### config.mk
export PLATFORM = sky130hd
export DESIGN_NAME = gray_input_decoder
export DESIGN_NICKNAME = d
export VERILOG_FILES = /design/src/rtl/gray_input_decoder.sv
export SDC_FILE = /design/constraint.sdc
export NUM_CORES = 1
export LEC_CHECK = 0
export CELL_PAD_IN_SITES_DETAIL_PLACEMENT = 2
export CELL_PAD_IN_SITES_GLOBAL_PLACEMENT = 2
export CORE_MARGIN = 2
export CORE_UTILIZATION = 38
export DETAILED_ROUTE_END_ITERATION = 7
export GPL_ROUTABILITY_DRIVEN = 0
export PLACE_DENSITY = 0.83
export SLEW_MARGIN = 20
export SYNTH_ARGS = -nofsm -noshare
export SYNTH_HDL_FRONTEND = slang
export SYNTH_SLANG_ARGS = --single-unit
export TNS_END_PERCENT = 100
### constraint.sdc
create_clock -name clk -period 2.27 [get_ports clk]
set_input_delay 0.454 -clock clk [delete_from_list [all_inputs] [get_ports clk]]
set_output_delay 0.454 -clock clk [all_outputs]
set_load 0.05 [all_outputs]
### src/rtl/gray_input_decoder.sv
// Purpose: synchronize, debounce and Gray-to-binary convert a 4-bit switch input.
// Latency: DEBOUNCE_CYCLES+3 clk edges from the first edge that samples a steady new input.
// Backpressure: none; the downstream stage must take binary_code whenever code_change pulses.
//
// Ports:
//   clk          system clock, rising edge
//   rst          asynchronous active-high reset
//   gray_in      raw, asynchronous, possibly bouncing Gray code
//   binary_code  registered binary value of the last accepted Gray code
//   code_valid   level, set on the first acceptance after reset
//   code_change  one-cycle pulse when binary_code is loaded
module gray_input_decoder #(
    parameter int DEBOUNCE_CYCLES = 16
) (
    input  logic       clk,
    input  logic       rst,
    input  logic [3:0] gray_in,
    output logic [3:0] binary_code,
    output logic       code_valid,
    output logic       code_change
);

    localparam int CW = $clog2(DEBOUNCE_CYCLES + 1);
    localparam logic [CW-1:0] CNT_LAST = CW'(DEBOUNCE_CYCLES - 1);

    typedef enum logic [1:0] {
        WAIT_FIRST = 2'd0,
        STABLE     = 2'd1,
        SETTLE     = 2'd2
    } state_t;

    state_t        state;
    logic [3:0]    s1;
    logic [3:0]    s2;
    logic [3:0]    cand;
    logic [3:0]    acc;
    logic [CW-1:0] cnt;

    function automatic logic [3:0] gray2bin(input logic [3:0] g);
        logic [3:0] b;
        b[3] = g[3];
        b[2] = b[3] ^ g[2];
        b[1] = b[2] ^ g[1];
        b[0] = b[1] ^ g[0];
        return b;
    endfunction

    // Two-flop synchronizer; only s2 is used downstream.
    always_ff @(posedge clk or posedge rst) begin
        if (rst) begin
            s1 <= 4'd0;
            s2 <= 4'd0;
        end else begin
            s1 <= gray_in;
            s2 <= s1;
        end
    end

    wire mismatch = (s2 != cand);
    wire settled  = (cnt == CNT_LAST);

    always_ff @(posedge clk or posedge rst) begin
        if (rst) begin
            state       <= WAIT_FIRST;
            cand        <= 4'd0;
            acc         <= 4'd0;
            cnt         <= '0;
            binary_code <= 4'd0;
            code_valid  <= 1'b0;
            code_change <= 1'b0;
        end else begin
            code_change <= 1'b0;
            case (state)
                WAIT_FIRST: begin
                    if (mismatch) begin
                        cand <= s2;
                        cnt  <= '0;
                    end else if (settled) begin
                        // First acceptance always reports, even if the value is 0.
                        acc         <= cand;
                        binary_code <= gray2bin(cand);
                        code_change <= 1'b1;
                        code_valid  <= 1'b1;
                        cnt         <= '0;
                        state       <= STABLE;
                    end else begin
                        cnt <= cnt + CW'(1);
                    end
                end
                STABLE: begin
                    cnt <= '0;
                    if (mismatch) begin
                        cand  <= s2;
                        state <= SETTLE;
                    end
                end
                SETTLE: begin
                    if (mismatch) begin
                        cand <= s2;
                        cnt  <= '0;
                    end else if (settled) begin
                        // A bounce that settles back on the accepted value is silent.
                        if (cand != acc) begin
                            acc         <= cand;
                            binary_code <= gray2bin(cand);
                            code_change <= 1'b1;
                        end
                        cnt   <= '0;
                        state <= STABLE;
                    end else begin
                        cnt <= cnt + CW'(1);
                    end
                end
                default: begin
                    cnt   <= '0;
                    state <= WAIT_FIRST;
                end
            endcase
        end
    end

endmodule
After elaboration in Yosys (flattened, before gate mapping). Cells that the tools add are included.

Add/sub/neg operators: 1. Bitwise gates (word level): 4. Equal/unequal tests: 13. Muxes and demuxes: 25. Reductions and logical operators: 8.

Operator list (number): two-way mux 4 bit (10); one-hot mux 4 bit (2 select lines) (2); two-way mux 5 bit (3); != test 2 bit, second input constant (7); != test 4 bit (2); two-way mux 2 bit (3); AND reduction 3 bit (2); AND reduction 6 bit (1); adder 5 x 1 -> 5 bit, second input constant (1); equality test 5 x 4 -> 1 bit, second input constant (1); two-way mux 1 bit (5); one-hot mux 2 bit (2 select lines) (1); OR reduction 3 bit (1); bitwise XOR 1 bit (3); equality test 2 x 1 -> 1 bit, second input constant (1); equality test 2 bit, second input constant (1); zero test 2 bit (1); != test 2 x 1 -> 1 bit, second input constant (1); one-hot mux 1 bit (2 select lines) (1); AND reduction 2 bit (1); nonzero test 2 bit (1); OR reduction 2 bit (1); NOT 1 bit (1).

Word-level logic and storage cells: 60. Flip-flop bits (word level): 29. Bits of input ports: 6. Output and inout bits: 6.

Logic depth before layout (Yosys ltp).
Word-level depth: 7. Depth in mapped cells: 5. Mapped depth without buffers: 5.

Worst setup path after synthesis. Ideal clock, no wire load.

Kind: register to register. Start: reg cand[1]. End: reg binary_code[0]. Path slack: 0.643 ns. Stages on the path, launching flop included: 5. Clock period less this slack: 1.627 ns. Library setup time: 0.125 ns. Data required time: 2.145 ns. Arrival time: 1.502 ns. Path buffers: 0. Cells stage by stage: dfrtp_1 > xor2_1 > nor4_4 > o211ai_1 > mux2_2.

Word-level cells in the longest chain between the ends: 6. Elaborated cells on any way between the ends: 14. Classes of those cells: 5 x eq/ne; 6 x mux; 2 x bitwise; 1 x reduce/logical.

RTL lines: start: declaration (RTL line 35) `logic [3:0] cand;`; start signal: assignment (RTL line 65) `cand <= 4'd0;`; start signal: assignment (RTL line 76) `cand <= s2;`; start signal: assignment (RTL line 93) `cand <= s2;`; bitwise XOR 1 bit (RTL line 43) `b[1] = b[2] ^ g[1];`; bitwise XOR 1 bit (RTL line 44) `b[0] = b[1] ^ g[0];`; two-way mux 4 bit (RTL line 103) `if (cand != acc) begin`; two-way mux 4 bit (RTL line 101) `end else if (settled) begin`; two-way mux 4 bit (RTL line 98) `if (mismatch) begin`; one-hot mux 4 bit (2 select lines) (RTL line 73) `case (state)`; end signal: assignment (RTL line 81) `binary_code <= gray2bin(cand);`; end signal: assignment (RTL line 105) `binary_code <= gray2bin(cand);`; end: declaration (RTL line 18) `output logic [3:0] binary_code,`.

Parallel ways exist; a longest one is shown, timed or not. The select of a mux whose other input is x is not followed. A chain may end at the register's enable or synchronous reset.

Final worst setup path.
Start: reg binary_code[3]. End: out binary_code[3].

No word-level cell between the ends.

==> results_dict.tcl <==
set metrics [dict create \
    outcome "finished clean" \
    fillCellCount 284 \
    hold-path-endpoint "s2[3]" \
    hold_violations 0 \
    synth_top_family_by_area "multiplexers" \
    clkSinkCount 28 \
    fmax_mhz 494.9 \
    crit_type "reg -> out" \
    crit_path_max_incr_delay_ns 0.82 \
    grt_max_degree 29 \
    synthAdderAreaFrac_pct 1.114 \
    r2r_cells 4 \
    required_ns 1.82 \
    cp-startpoint "binary_code[3]" \
    yosysMostFrequentCell "dfrtp_1" \
    setup_tns_ns 0 \
    cp_max_fo 3 \
    syn2layout_area_growth_pct 17.93 \
    syn_area_um2 1124 \
    wl_per_cell_um 16.62 \
    gr-usage-met1_pct 19.16 \
    grt_pass1_vias 724 \
    clock-skew-final_ns 0.004450 \
    crit_family "buffers and inverters" \
    synth_compound_area_share_pct 2.673 \
    yosys.area_share.simple_pct 10.13 \
    die_x_um 58.38 \
    cp_slowest_cell "clkdlybuf4s50_1" \
    p_leak_nw 0.6264 \
    tightest_slew_ns 0.4896 \
    dpl_worst_slack_ns 0.3709 \
    use_met2_pct 25.68 \
    synth_area_leaders "dfrtp_1, mux2_2, xor2_1, xnor2_1, nor4_4" \
    synth_xor_area_share_pct 10.13 \
    yosysSeqAreaShare_pct 62.36 \
    routed_wirelength_um 2111 \
    syn-instance-count 81 \
    synth_nets 88 \
    reg2reg_to "binary_code[2]" \
    dr.pass1.iters 3 \
    busiest_layer "met2" \
    end_kind "output port" \
    worst_hold_path_type "reg -> reg" \
    cts_max_path_buffers 2 \
    cts_buffers 3 \
    nets 104 \
    setup_violations 0 \
    slew_viol_final 0 \
    use_met3_pct 5.275 \
    num_vias 645 \
    ys_types 21 \
    antenna_cells 0 \
    dpl.hpwl_um 1575 \
    grt_pass1_wl_um 3767 \
    yosysTopAreaCell "dfrtp_1" \
    postCtsSetupRepairBufs 0 \
    dpl-instance-area_um2 1272 \
    synth_mux_area_share_pct 11.92 \
    synth_area_per_cell_um2 13.87 \
    clk_latency_ns 0.33 \
    grt-ovfl-total 0 \
    grt_antenna_before_repair 0 \
    crit_chain "clkdlybuf4s50_1" \
    period_needed_ns 2.020 \
    drc_errors 0 \
    holdPathStages 0 \
    synth_common_cells "dfrtp_1, mux2_2, xor2_1, xnor2_1, nor2_1" \
    num_rows 19 \
    finalCritPeriodShare_pct 89.01 \
    timing.rr.start "cand[0]" \
    instances_no_fill 127 \
    ir_drop_v 0.0004469 \
    antenna_left 0 \
    ff2ff_setup_slack_ns 0.38 \
    dpl.cell_count 123 \
    synthFlopType "dfrtp_1" \
    max_cap_violations 0 \
    portBuffers 11 \
    cts_resized 0 \
    critical_path_buf_inv_count 1 \
    drive_gt1_share_pct 17.71 \
    power_density_nw_per_um2 675.8 \
    async_reset_ff_share_pct 100.0 \
    drt-initial-drc-count 3 \
    cts_hold_buffers 0 \
    synth-edff-count 0 \
    start_kind "flip-flop" \
    worstHoldStart "s1[3]" \
    ys_warn_count 0 \
    worstPathArrival_ns 1.57 \
    cts_tree "yes" \
    clk_pin_slew_worst_paths_ns 0.14 \
    relSlewSlack_pct 67.26 \
    final_cell_area_um2 1325 \
    grt_usage_pct 15.26 \
    coreArea_um2 2781 \
    viasPerCell 5.079 \
    cts_max_level 1 \
    die-area_um2 3408 \
    cts_root_buffer "clkbuf_4" \
    synth_top_area_share_pct 62.36 \
    start_util_pct 40.40 \
    die_h_um 58.38 \
    rsz0062_at_grt "false" \
    ios 12 \
    synth.ff_latch_count 28 \
    worst_slack_ns 0.2496 \
]
==> cell families after synthesis <==
| family | count (synthesis) |
|---|---|
| DFF | 28 |
| and+or+nand+nor | 19 |
| xor gates and xnor gates | 13 |
| muxes | 12 |
| AOI/OAI and AO/OA | 4 |
| buffers and inverters | 4 |
| adders and majority gates | 1 |
==> worst max-delay path by stage <==
stage,end,depth (start not counted),slack (ns)
floorplan,binary_code[0],4,0.64
global placement,binary_code[0],4,0.48
detailed placement,binary_code[0],4,0.37
CTS,binary_code[3],1,0.21
global route,binary_code[2],4,0.18
finish,binary_code[3],1,0.25
==> registers in the layout (all words and copies together), names as in the netlist, 2 cells and up <==
signal	cells
acc	3
binary_code	4
cand	4
cnt	5
s1	4
s2	4
state	2
==> per-stage QoR <==
step,utilization [%],hold slack (ns),total power [mW]
floorplan,-,0.3312,0.5630
global placement,45.75,0.3328,0.5814
finish,47.64,0.3753,0.8954
CTS,47.64,0.3803,0.9112
global route,47.64,0.3925,0.9320
detailed placement,45.75,0.3365,0.5864
==> routing by layer <==
| metal | routed length (um) | vias up | share of wire [%] |
|---|---|---|---|
| met5 | 0 | - | 0 |
| met4 | 16 | 0 | 0.76 |
| met3 | 85 | 2 | 4.0 |
| met2 | 1126 | 13 | 53 |
| met1 | 883 | 331 | 42 |
| li1 | - | 299 | - |
==> area by class of cell <==
type / instances / area [um2] / share of cell area [%]
repair buffers: 12 / 117.6 / 8.876
inverters: 3 / 11.26 / 0.8499
clock inverters: 1 / 30.03 / 2.266
well taps: 31 / 38.79 / 2.927
clock buffers: 3 / 22.52 / 1.700
flip-flops and latches: 28 / 700.7 / 52.88
multi-input cells: 49 / 404.1 / 30.50
==> cells in the final DEF (no fill, tap or decap), types with 2 or more instances in the layout <==
cell type / instances
xnor2_1: 6
nor2_1: 5
dfrtp_1: 28
clkdlybuf4s50_1: 11
and3_1: 2
clkbuf_4: 3
nand3_1: 3
inv_1: 3
nor2b_1: 2
nand2_1: 3
mux2_2: 11
xor2_1: 7
==> where the power goes <==
part	total [mW]	internal (mW)	switching [mW]
logic	0.0525	0.0244	0.0281
registers	0.522	0.511	0.0117
clock network	0.321	0.179	0.142
Power figures use the tool's default switching activity.
